## src/rtl/fmap_bram_loader_pkg.sv

```systemverilog
// Shared sizing constants and FSM state type for the feature-map BRAM loader.
// Bank count, word width and address width match the layer-04 DPRAM array.
package fmap_bram_loader_pkg;

   localparam int NUM_BANK = 16;
   localparam int DW       = 128;
   localparam int AW       = 9;
   localparam int CW       = 14;
   localparam int BANK_W   = $clog2(NUM_BANK);

   // Largest job that fills every bank exactly once.
   localparam logic [CW-1:0] MAX_WORDS = CW'(NUM_BANK * (2 ** AW));

   typedef enum logic [1:0] {
      IDLE,
      LOAD,
      FLUSH,
      DONE
   } loaderStateT;

endpackage

```

## src/rtl/fmap_bank_addr_gen.sv

```systemverilog
// Word index, round-robin bank select and base-plus-row write address
// for the loader.
module fmap_bank_addr_gen
   import fmap_bram_loader_pkg::*;
(
   input  logic                clk,
   input  logic                rst,
   input  logic                clear,
   input  logic [AW-1:0]       baseAddr,
   input  logic                advance,
   output logic [CW-1:0]       wordIdx,
   output logic [NUM_BANK-1:0] bankSel,
   output logic [AW-1:0]       bankAddr
);

   logic [BANK_W-1:0] bankIdx;
   logic [AW-1:0]     rowIdx;
   logic [AW-1:0]     baseReg;

   // The row only advances once every bank has taken a word at this address.
   always_ff @(posedge clk) begin
      if (rst) begin
         wordIdx <= '0;
         bankIdx <= '0;
         rowIdx  <= '0;
         baseReg <= '0;
      end else if (clear) begin
         wordIdx <= '0;
         bankIdx <= '0;
         rowIdx  <= '0;
         baseReg <= baseAddr;
      end else if (advance) begin
         wordIdx <= wordIdx + CW'(1);
         if (bankIdx == BANK_W'(NUM_BANK - 1)) begin
            bankIdx <= '0;
            rowIdx  <= rowIdx + AW'(1);
         end else begin
            bankIdx <= bankIdx + BANK_W'(1);
         end
      end
   end

   // Address wraps modulo the bank depth by truncation.
   assign bankAddr = baseReg + rowIdx;

   always_comb begin
      bankSel = '0;
      for (int i = 0; i < NUM_BANK; i++) begin
         bankSel[i] = (bankIdx == BANK_W'(i));
      end
   end

endmodule

```

## src/rtl/fmap_bram_loader.sv

```systemverilog
// Streams 128-bit words round-robin into the 16-bank feature-map DPRAM and
// pulses start to the parsing stage once the final write has landed.
module fmap_bram_loader
   import fmap_bram_loader_pkg::*;
(
   input  logic                clk,
   input  logic                rst,
   input  logic                i_load,
   input  logic [CW-1:0]       i_num_words,
   input  logic [AW-1:0]       i_base_addr,
   input  logic                i_vld,
   input  logic [DW-1:0]       i_data,
   output logic                o_rdy,
   output logic [NUM_BANK-1:0] o_ena,
   output logic [NUM_BANK-1:0] o_wea,
   output logic [AW-1:0]       o_addra,
   output logic [DW-1:0]       o_dia,
   output logic                o_busy,
   output logic                o_done,
   output logic                o_start
);

   loaderStateT         state;
   logic [CW-1:0]       lastIdx;
   logic [CW-1:0]       jobCount;
   logic [CW-1:0]       wordIdx;
   logic [NUM_BANK-1:0] bankSel;
   logic [AW-1:0]       bankAddr;
   logic                accept;
   logic                startJob;

   assign accept   = i_vld && o_rdy;
   assign jobCount = (i_num_words > MAX_WORDS) ? MAX_WORDS : i_num_words;
   assign startJob = (state == IDLE) && i_load && (i_num_words != '0);

   fmap_bank_addr_gen addrGen (
      .clk      (clk),
      .rst      (rst),
      .clear    (startJob),
      .baseAddr (i_base_addr),
      .advance  (accept),
      .wordIdx  (wordIdx),
      .bankSel  (bankSel),
      .bankAddr (bankAddr)
   );

   // Data and address are only captured on an accepted beat, so a stalled
   // stream never disturbs what the banks last saw.
   always_ff @(posedge clk) begin
      if (rst) begin
         state   <= IDLE;
         lastIdx <= '0;
         o_rdy   <= 1'b0;
         o_ena   <= '0;
         o_wea   <= '0;
         o_addra <= '0;
         o_dia   <= '0;
         o_busy  <= 1'b0;
         o_done  <= 1'b0;
         o_start <= 1'b0;
      end else begin
         o_ena   <= '0;
         o_wea   <= '0;
         o_done  <= 1'b0;
         o_start <= 1'b0;

         if (accept) begin
            o_ena   <= bankSel;
            o_wea   <= bankSel;
            o_addra <= bankAddr;
            o_dia   <= i_data;
         end

         case (state)
            IDLE: begin
               if (i_load) begin
                  o_busy <= 1'b1;
                  if (i_num_words == '0) begin
                     state <= DONE;
                  end else begin
                     lastIdx <= jobCount - CW'(1);
                     o_rdy   <= 1'b1;
                     state   <= LOAD;
                  end
               end
            end
            LOAD: begin
               if (accept && (wordIdx == lastIdx)) begin
                  o_rdy <= 1'b0;
                  state <= FLUSH;
               end
            end
            FLUSH: begin
               state <= DONE;
            end
            DONE: begin
               o_busy  <= 1'b0;
               o_done  <= 1'b1;
               o_start <= 1'b1;
               state   <= IDLE;
            end
            default: begin
               o_rdy  <= 1'b0;
               o_busy <= 1'b0;
               state  <= IDLE;
            end
         endcase
      end
   end

endmodule

```

## config.mk

```make
export PLATFORM = sky130hd
export DESIGN_NAME = fmap_bram_loader
export DESIGN_NICKNAME = d
export VERILOG_FILES = /design/src/rtl/fmap_bram_loader_pkg.sv /design/src/rtl/fmap_bank_addr_gen.sv /design/src/rtl/fmap_bram_loader.sv
export SDC_FILE = /design/constraint.sdc
export NUM_CORES = 1
export LEC_CHECK = 0
export ABC_AREA = 1
export BUFFER_PORTS_ARGS = -buffer_cell sky130_fd_sc_hd__buf_4
export CAP_MARGIN = 20
export CORE_ASPECT_RATIO = 0.5
export CORE_MARGIN = 2
export CORE_UTILIZATION = 49
export DETAILED_ROUTE_END_ITERATION = 6
export GPL_TIMING_DRIVEN = 0
export PLACE_DENSITY = 0.8
export SLEW_MARGIN = 20
export SYNTH_ARGS = -nofsm -noshare
export SYNTH_HDL_FRONTEND = slang
export SYNTH_SLANG_ARGS = --single-unit
export TNS_END_PERCENT = 50
```

## constraint.sdc

```tcl
create_clock -name clk -period 2.55 [get_ports clk]
set_input_delay 0.1275 -clock clk [delete_from_list [all_inputs] [get_ports clk]]
set_output_delay 0.1275 -clock clk [all_outputs]
set_load 0.02 [all_outputs]
```

==> impl_metrics.json, run 1 <==
{
  "ios": 328,
  "place_ws_ns": 0.398,
  "synth_cells": 1123,
  "setup_viol": 0,
  "ys_top_cells_by_area": "dfxtp_1 49%, nor2_1 15%, o21ai_0 9.8%",
  "synthArstFlopShare_pct": 0,
  "hp-class": "primary input to register",
  "gr-total-overflow": 0,
  "reg2reg_slack_ns": 0.37,
  "p_per_area_nw_per_um2": 744,
  "fillCellCount": 1058,
  "clk_latency_ns": 0.50,
  "postSynthAreaPerCell_um2": 7.54,
  "grt_pass1_vias": 9915,
  "holdPathStages": 4,
  "holdPathEnd": "lastIdx[2]",
  "totalWireLength_um": 30300,
  "cts_made_buffers": 19,
  "hpwl_um": 19300,
  "ant_nets": 0,
  "dieArea_um2": 18400,
  "hold_path_startpoint": "i_num_words[2]",
  "r2r_cells": 9,
  "timing.final.ws_setup_ns": 0.300,
  "cts_root_buf": "clkbuf_16",
  "r2r_start": "addrGen.rowIdx[0]",
  "fp.dieW_um": 190,
  "ctsResizeCount": 0,
  "die_h_um": 96.9,
  "layout_common_cells": "345 x buf_4, 342 x nor2_1, 208 x dfxtp_1, 165 x o21ai_0, 139 x dlygate4sd3_1",
  "final_nets": 1785,
  "maxSlewViolCount": 0,
  "clock_tree.buffer_depth": 3,
  "place_area_um2": 11200,
  "ys_ff_latch": 208,
  "grt_max_degree": 16,
  "fmax_mhz": 444,
  "yosys.area.top_type_share_pct": 49.2,
  "yosysTopAreaCell": "dfxtp_1",
  "synth_seq_area_share_pct": 49.2,
  "cts_sinks": 208,
  "p_leak_nw": 5.99,
  "postCtsSetupBuffers": 0,
  "period_minus_slack_ns": 2.25,
  "synth_flop_cell": "dfxtp_1",
  "initial_utilization_pct": 50.9,
  "holdWs_ns": 0.0348,
  "clkTransAtPathRegs_ns": 0.06,
  "stdcell_area_um2": 13200,
  "run_status": "finished, final reports clean",
  "utilization_pct": 79.4,
  "period_share_pct": 88.2,
  "crit_path_end_kind": "register",
  "first_iter_violations": 625,
  "timing.rr.end": "o_addra[6]",
  "hold_viol_final": 0,
  "viasPerCell": 5.26,
  "finClkSkew_ns": 0.0134,
  "vdd_drop_max_mv": 0.580,
  "rows": 33,
  "yosys.cell_types.count": 43,
  "worstSetupPathType": "primary input to register",
  "vias": 9718,
  "final_common_cell": "buf_4",
  "io_buffers": 327,
  "avgRoutedWirePerCell_um": 16.4,
  "drc": 0,
  "drv_cap": 0,
  "coreArea_um2": 16600,
  "required_ns": 2.94,
  "ys_warn_count": 0,
  "synth.net_count": 1298,
  "place.gp.congestion": 0.866,
  "antenna_found_initial": 1,
  "synth_edf_count": 0,
  "htreeDepth": 1,
  "max_slew.worst_pin.slew_ns": 0.867,
  "final.setup.tns_ns": 0,
  "worstSetupStartpointType": "primary input",
  "synth_area_um2": 8460,
  "grt_pass1_wl_um": 48100,
  "arrival_ns": 2.64,
  "drive_gt1_share_pct": 24.9,
  "slew_headroom_pct": 41.4,
  "grt_usage_pct": 32.2,
  "cts_tree": "done",
  "crit_fanout": 10,
  "rsz0062_at_grt": "false",
  "dr.pass1.iters": 5,
  "syn_to_final_growth_pct": 56.2
}
## worst max-delay path, cell delays in order
cell and delay [ns]:
dlygate4sd3_1 0.53, buf_4 0.14, nor2_1 0.05, nand2_1 0.07, nor2_2 0.05, nand2_2 0.10, nand2_2 0.14, buf_4 0.21
nand2_1 0.08, ha_1 0.15, nand2_1 0.08, nor2_2 0.20, a21boi_2 0.32, nand3_1 0.11, nand2_1 0.10, nand3_1 0.06
nand2_1 0.07, inv_1 0.04
## repair_timing
action,in CTS,in global routing
endpoints found under the hold margin,139,0
hold buffers,139,0
endpoints found under the setup margin,0,0
## power by group
part	switching [mW]	total (mW)	internal, mW	leakage (nW)
logic	1.74	2.94	1.20	3.98
registers	0.272	3.96	3.69	1.70
clock network	1.25	2.94	1.69	0.307
## sequential cells by signal, summed over array words and instances, names as in the netlist
name and count:
o_dia 128, o_wea 16, addrGen.wordIdx 14, lastIdx 14, addrGen.baseReg 9, addrGen.rowIdx 9, o_addra 9, addrGen.bankIdx 4
state 2, o_busy 1, o_rdy 1, o_start 1
## stage by stage
step,cells,power (mW)
2_1_floorplan,1123,5.50
3_3_place_gp,1677,6.56
3_5_place_dp,1677,6.64
4_1_cts,1847,9.70
5_1_grt,1848,10.3
6_report,1848,9.84
## layout make-up
class | count | area, um^2 | area share (%)
tap | 227 | 284 | 2.15
clock inverter | 5 | 78.8 | 0.596
buffer | 73 | 362 | 2.74
sequential | 208 | 4160 | 31.5
timing repair buffer | 466 | 3850 | 29.1
inverter | 68 | 255 | 1.93
multi-input combinational | 774 | 3680 | 27.9
antenna | 1 | 2.50 | 0.0189
clock buffer | 26 | 542 | 4.10
## synthesized netlist by cell type, types with 8 or more instances
cell / number
nor3_1: 11
nand3_1: 27
nand2_2: 8
nor2_1: 342
nand4_1: 9
inv_1: 64
dfxtp_1: 208
buf_4: 18
nand2_1: 93
a21oi_1: 39
ha_1: 19
xor2_1: 13
clkbuf_1: 46
o21ai_0: 165
## worst max path at each step
stage                        to              start  cells past startpoint
floorplan            o_addra[6]  addrGen.rowIdx[0]                      9
global placement     lastIdx[6]    i_num_words[12]                     14
detailed placement   lastIdx[6]    i_num_words[12]                     14
CTS                 lastIdx[10]     i_num_words[5]                     18
global route        lastIdx[10]     i_num_words[5]                     18
finish              lastIdx[10]     i_num_words[5]                     18
## routing by layer
layer	vias to the layer above	wire, um	global-route usage [%]
li1	4571	-	-
met1	4577	11500	35.2
met2	442	15400	59.2
met3	128	2030	6.46
met4	0	1460	16.1
met5	-	0	0
## cell families (layout without fill, tap and decap cells)
group	after synthesis	after routing	share of synthesized area (%)
compound gates	223	223	13.9
xor+xnor	19	19	1.97
other cells	0	1	0
buf+inv	141	638	7.29
fa+ha+maj	20	20	3.05
flops	208	208	49.2
simple gates	512	512	24.6
No activity file was read; power rests on OpenSTA's default activity.
==> run 2, diff against run 1 <==
--- a/config.mk
+++ b/config.mk
@@ -10,10 +10,11 @@
 export CAP_MARGIN = 20
 export CORE_ASPECT_RATIO = 0.5
 export CORE_MARGIN = 2
-export CORE_UTILIZATION = 49
+export CORE_UTILIZATION = 51
+export CTS_BUF_LIST = sky130_fd_sc_hd__clkbuf_2
 export DETAILED_ROUTE_END_ITERATION = 6
 export GPL_TIMING_DRIVEN = 0
-export PLACE_DENSITY = 0.8
+export PLACE_DENSITY = 0.83
 export SLEW_MARGIN = 20
 export SYNTH_ARGS = -nofsm -noshare
 export SYNTH_HDL_FRONTEND = slang
==> run 2 against run 1 <==
  * Final area rose by 0.52%
  * Global-route usage grew 1.5 points
  * Count of clock-buffer cells in the layout is 42 higher
  * First-iteration DRC count rose by 6.7%
  * Clock skew is 0.040 ns higher
  * Die area fell by 3.8%
  * Clock power decreased by 28%
  * Core utilization up 2.0 points
  * Setup slack worse by 0.23 ns
  * Critical endpoint is now lastIdx[11]
  * Largest cell class unchanged
==> impl_metrics.json, run 2 (synthesis results as in run 1) <==
{
  "crit_path_end_kind": "register",
  "die_h_um": 95.1,
  "grt_max_degree": 12,
  "gr-total-overflow": 0,
  "stdcell_area_um2": 13300,
  "fillCellCount": 923,
  "clkTransAtPathRegs_ns": 0.13,
  "maxSlewViolCount": 0,
  "crit_top_cell": "dlygate4sd3_1",
  "cts_tree": "done",
  "coreArea_um2": 16300,
  "grt-busiest-layer": "met2",
  "syn_to_final_growth_pct": 57.0,
  "worstSetupPathType": "primary input to register",
  "drv_cap": 0,
  "postCtsSetupBuffers": 0,
  "setup_viol": 0,
  "holdWs_ns": 0.0621,
  "p_per_area_nw_per_um2": 682,
  "period_minus_slack_ns": 2.48,
  "rows": 33,
  "cts_root_buf": "clkbuf_2",
  "layout_common_cells": "345 x buf_4, 342 x nor2_1, 208 x dfxtp_1, 168 x dlygate4sd3_1, 165 x o21ai_0",
  "startpoint": "i_num_words[12]",
  "totalWireLength_um": 30600,
  "arrival_ns": 3.16,
  "vdd_drop_max_mv": 0.459,
  "drc": 0,
  "antenna_found_initial": 0,
  "fmax_mhz": 403,
  "hpwl_um": 18800,
  "dr.pass1.iters": 5,
  "worst_path_dominant_cell_family": "buffers and inverters",
  "place.gp.congestion": 0.912,
  "fp.dieW_um": 186,
  "period_share_pct": 97.3,
  "crit_slowest_cell": "dlygate4sd3_1",
  "drive_gt1_share_pct": 26.3,
  "globalRouteMet2Util_pct": 61.0,
  "p_leak_nw": 6.11,
  "grt_pass1_vias": 9927,
  "placed_cells": 1677,
  "required_ns": 3.23,
  "initial_utilization_pct": 51.9,
  "ios": 328,
  "viasPerCell": 5.19,
  "finClkSkew_ns": 0.0536,
  "hp-class": "primary input to register",
  "crit_fanout": 10,
  "ant_nets": 0,
  "grt_usage_pct": 33.7,
  "place_area_um2": 11200,
  "stdcell_count": 1920,
  "cts_made_buffers": 45,
  "clk_latency_ns": 0.73,
  "final_common_cell": "buf_4",
  "grt_pass1_wl_um": 47600,
  "largest_reg_flops": 128,
  "gr-usage-met1_pct": 38.2,
  "cp.buffers_inverters": 6,
  "worstSetupStartpointType": "primary input",
  "r2r_start": "o_rdy",
  "clock_tree.buffer_depth": 3,
  "hold_viol_final": 0,
  "dieArea_um2": 17700,
  "vias": 9964,
  "crit_path_cell_trace": "dlygate4sd3_1 > buf_4 > or2_0 > nor2_4 > nand2_2 > nand2_4 > buf_4 > o41ai_1 > nand3_1 > nand2_1 > dlygate4sd3_1 > nand3_1 > dlygate4sd3_1 > nand2_1 > inv_1",
  "htreeDepth": 2,
  "final_nets": 1840,
  "reg_top3": "o_dia: 128 flops, o_wea: 16 flops",
  "largest-register": "o_dia",
  "first_iter_violations": 667,
  "run_status": "finished, final reports clean",
  "total_power_mw": 9.06,
  "global_route.usage.met3_pct": 7.56,
  "cts_sinks": 208,
  "max_slew.worst_pin.slew_ns": 0.845,
  "io_buffers": 327,
  "slowest_delay_ns": 0.56,
  "hold_path_startpoint": "i_vld",
  "slew_headroom_pct": 42.9,
  "avgRoutedWirePerCell_um": 15.9
}
## run 2: metal layers
layer | vias up | part of all wire, %
met4 | 0 | 4.2
li1 | 4697 | -
met1 | 4652 | 39
met5 | - | 0
met2 | 497 | 50
met3 | 118 | 6.3
## run 2: area by class of cell
| class | count | area, um^2 | area share, % |
|---|---|---|---|
| Sequential cell | 208 | 4160 | 31.3 |
| Timing Repair Buffer | 495 | 4140 | 31.1 |
| Multi-Input combinational cell | 774 | 3690 | 27.8 |
| Buffer | 73 | 362 | 2.72 |
| Clock buffer | 68 | 340 | 2.56 |
| Tap cell | 227 | 284 | 2.14 |
| Inverter | 68 | 255 | 1.92 |
| Clock inverter | 6 | 48.8 | 0.367 |
| Antenna cell | 1 | 2.50 | 0.0188 |
## run 2: worst paths after layout
check / slack [ns] / endpoint / cells after the start
max: 0.07 / lastIdx[11] / 15
min: 0.06 / o_wea[15] / 5
max reg2reg: 0.23 / o_dia[103] / 6
min reg2reg: 0.46 / lastIdx[13] / 2
## run 2: worst register-to-register path: stages, from the launching register on
cell and delay [ns]:
dfxtp_1 0.42, nand2_2 0.24, clkinv_1 0.20, clkbuf_1 0.58
clkbuf_1 0.46, nor2_1 0.13, nor2_1 0.20
## run 2: timing repair
action                                 in CTS  in global routing
setup endpoints to repair                   0                  4
hold buffers                              168                  0
resized for setup                           0                  2
endpoints found under the hold margin     160                  0
## run 2: where the power goes
group          total (mW)  internal, mW  switching [mW]
clock                2.11         0.790            1.32
sequential           3.96          3.69           0.273
combinational        2.99          1.24            1.75
total                9.06          5.72            3.34
## run 2: per-stage QoR
step	util [%]	worst slack, ns	setup TNS, ns
2_1_floorplan	-	0.666	0
3_3_place_gp	68.7	0.397	0
3_5_place_dp	68.7	0.344	0
4_1_cts	81.4	0.0992	0
5_1_grt	81.4	-0.00123	-0.00123
6_report	81.5	0.0697	0
==> run 3, diff against run 2 <==
--- a/config.mk
+++ b/config.mk
@@ -15,6 +15,7 @@
 export DETAILED_ROUTE_END_ITERATION = 6
 export GPL_TIMING_DRIVEN = 0
 export PLACE_DENSITY = 0.83
+export RECOVER_POWER = 25
 export SLEW_MARGIN = 20
 export SYNTH_ARGS = -nofsm -noshare
 export SYNTH_HDL_FRONTEND = slang
==> run 3 against run 2 <==
  * Combinational power down 5%
  * Global-route usage unchanged
  * Final area down 2.7%
  * Register-to-register slack better by 0.02 ns
  * Core utilization down 2.2 points
  * Clock power about the same
==> impl_metrics.json, run 3 (synthesis results as in run 1) <==
{
  "stdcell_count": 1920,
  "placed_cells": 1677,
  "period_share_pct": 97.3,
  "antenna_found_initial": 0,
  "cts_root_buf": "clkbuf_2",
  "p_per_area_nw_per_um2": 688,
  "postCtsSetupBuffers": 0,
  "crit_fanout": 10,
  "clk_latency_ns": 0.74,
  "htreeDepth": 2,
  "gr-usage-met1_pct": 38.2,
  "drc": 0,
  "drv_cap": 0,
  "utilization_pct": 79.3,
  "hpwl_um": 18800,
  "fmax_mhz": 403,
  "avgRoutedWirePerCell_um": 15.9,
  "ant_nets": 0,
  "final_nets": 1840,
  "r2r_start": "o_rdy",
  "place_ws_ns": 0.344,
  "crit_path_cell_trace": "dlygate4sd3_1 > buf_4 > nor2_1 > nand2_1 > nor2_4 > nand2_2 > nand2_4 > buf_4 > o41ai_1 > nand3_1 > nand2_1 > dlygate4sd3_1 > nand3_1 > dlygate4sd3_1 > nand2_1 > inv_1",
  "cts_sinks": 208,
  "crit_slowest_cell": "dlygate4sd3_1",
  "place.gp.congestion": 0.912,
  "required_ns": 3.24,
  "vdd_drop_max_mv": 0.458,
  "slowest_delay_ns": 0.56,
  "rows": 33,
  "worstSetupStartpointType": "primary input",
  "arrival_ns": 3.17,
  "viasPerCell": 5.20,
  "dieArea_um2": 17700,
  "io_buffers": 327,
  "hold_viol_final": 0,
  "coreArea_um2": 16300,
  "run_status": "finished, final reports clean",
  "clkTransAtPathRegs_ns": 0.12,
  "max_slew.worst_pin.slew_ns": 0.843,
  "dr.pass1.iters": 5,
  "timing.final.ws_setup_ns": 0.0696,
  "gr-total-overflow": 0,
  "initial_utilization_pct": 51.9,
  "global_route.usage.met3_pct": 7.56,
  "grt_pass1_vias": 9927,
  "vias": 9992,
  "grt-busiest-layer": "met2",
  "largest-register": "o_dia",
  "fp.dieW_um": 186,
  "grt_pass1_wl_um": 47600,
  "crit_path_end_kind": "register",
  "reg_top3": "o_dia: 128 flops, o_wea: 16 flops",
  "drive_gt1_share_pct": 20.8,
  "totalWireLength_um": 30600,
  "first_iter_violations": 646,
  "largest_reg_flops": 128,
  "startpoint": "i_num_words[0]",
  "holdWs_ns": 0.0660,
  "cts_made_buffers": 45,
  "cts_tree": "done",
  "globalRouteMet2Util_pct": 61.0,
  "hold_path_startpoint": "i_vld",
  "die_h_um": 95.1,
  "final.setup.tns_ns": 0,
  "setup_viol": 0,
  "p_leak_nw": 5.72,
  "maxSlewViolCount": 0,
  "worstSetupPathType": "primary input to register",
  "syn_to_final_growth_pct": 52.8,
  "final_common_cell": "nor2_1",
  "grt_max_degree": 12,
  "ios": 328,
  "layout_common_cells": "343 x nor2_1, 253 x buf_4, 208 x dfxtp_1, 168 x dlygate4sd3_1, 165 x o21ai_0",
  "period_minus_slack_ns": 2.48,
  "clock_tree.buffer_depth": 3,
  "grt_usage_pct": 33.7,
  "slew_headroom_pct": 43.1,
  "hp-class": "primary input to register",
  "finClkSkew_ns": 0.0666
}
==> run 3: cell types whose count changed in the layout (fill, tap and decap cells not counted), sizes merged <==
cell | before | now
buf | 354 | 262
clkbuf | 114 | 206
==> run 3: where the power goes <==
part	internal [mW]	leakage [nW]	total, mW	switching, mW
Combinational	1.09	3.72	2.84	1.76
Sequential	3.69	1.70	3.95	0.267
Clock	0.790	0.304	2.10	1.31
Total	5.56	5.72	8.90	3.34
==> run 3: per-layer routing <==
metal	vias to the layer above	wire length, um	share of wire (%)
met5	-	0	0
met4	0	1380	4.5
met3	133	1930	6.3
li1	4697	-	-
met1	4642	12100	39
met2	520	15200	50
==> run 3: final timing paths <==
kind,endpoint,slack [ns],cells past startpoint
max reg2reg,o_dia[103],0.25,6
min reg2reg,lastIdx[13],0.46,2
min,addrGen.wordIdx[5],0.07,5
max,lastIdx[11],0.07,16
==> run 3: cell type report <==
class	instances	area (um^2)
antenna	1	2.50
buffer	73	362
clock buffer	68	340
clock inverter	6	48.8
fill	1054	3380
inverter	68	255
multi-input combinational	774	3690
sequential	208	4160
tap	227	284
timing repair buffer	495	3790
==> run 3: timing repair <==
action                                 in CTS  in global routing
setup endpoints to repair                   0                  4
resized for setup                           0                  2
hold buffers                              168                  0
endpoints found under the hold margin     160                  0
==> run 3: critical path, delay by kind of cell <==
kind / cells / cell delay, ns
AO/OA/AOI/OAI: 1 / 0.11
buffers and inverters: 6 / 2.03
AND/OR/NAND/NOR: 9 / 0.90
==> run 3: metrics by stage <==
| step | area [um^2] | total power, mW |
|---|---|---|
| after CTS | 13300 | 8.89 |
| after detailed placement | 11200 | 6.63 |
| after global placement | 11200 | 6.55 |
| after global routing | 12900 | 9.36 |
| after floorplan | 8460 | 5.50 |
| final | 12900 | 8.90 |
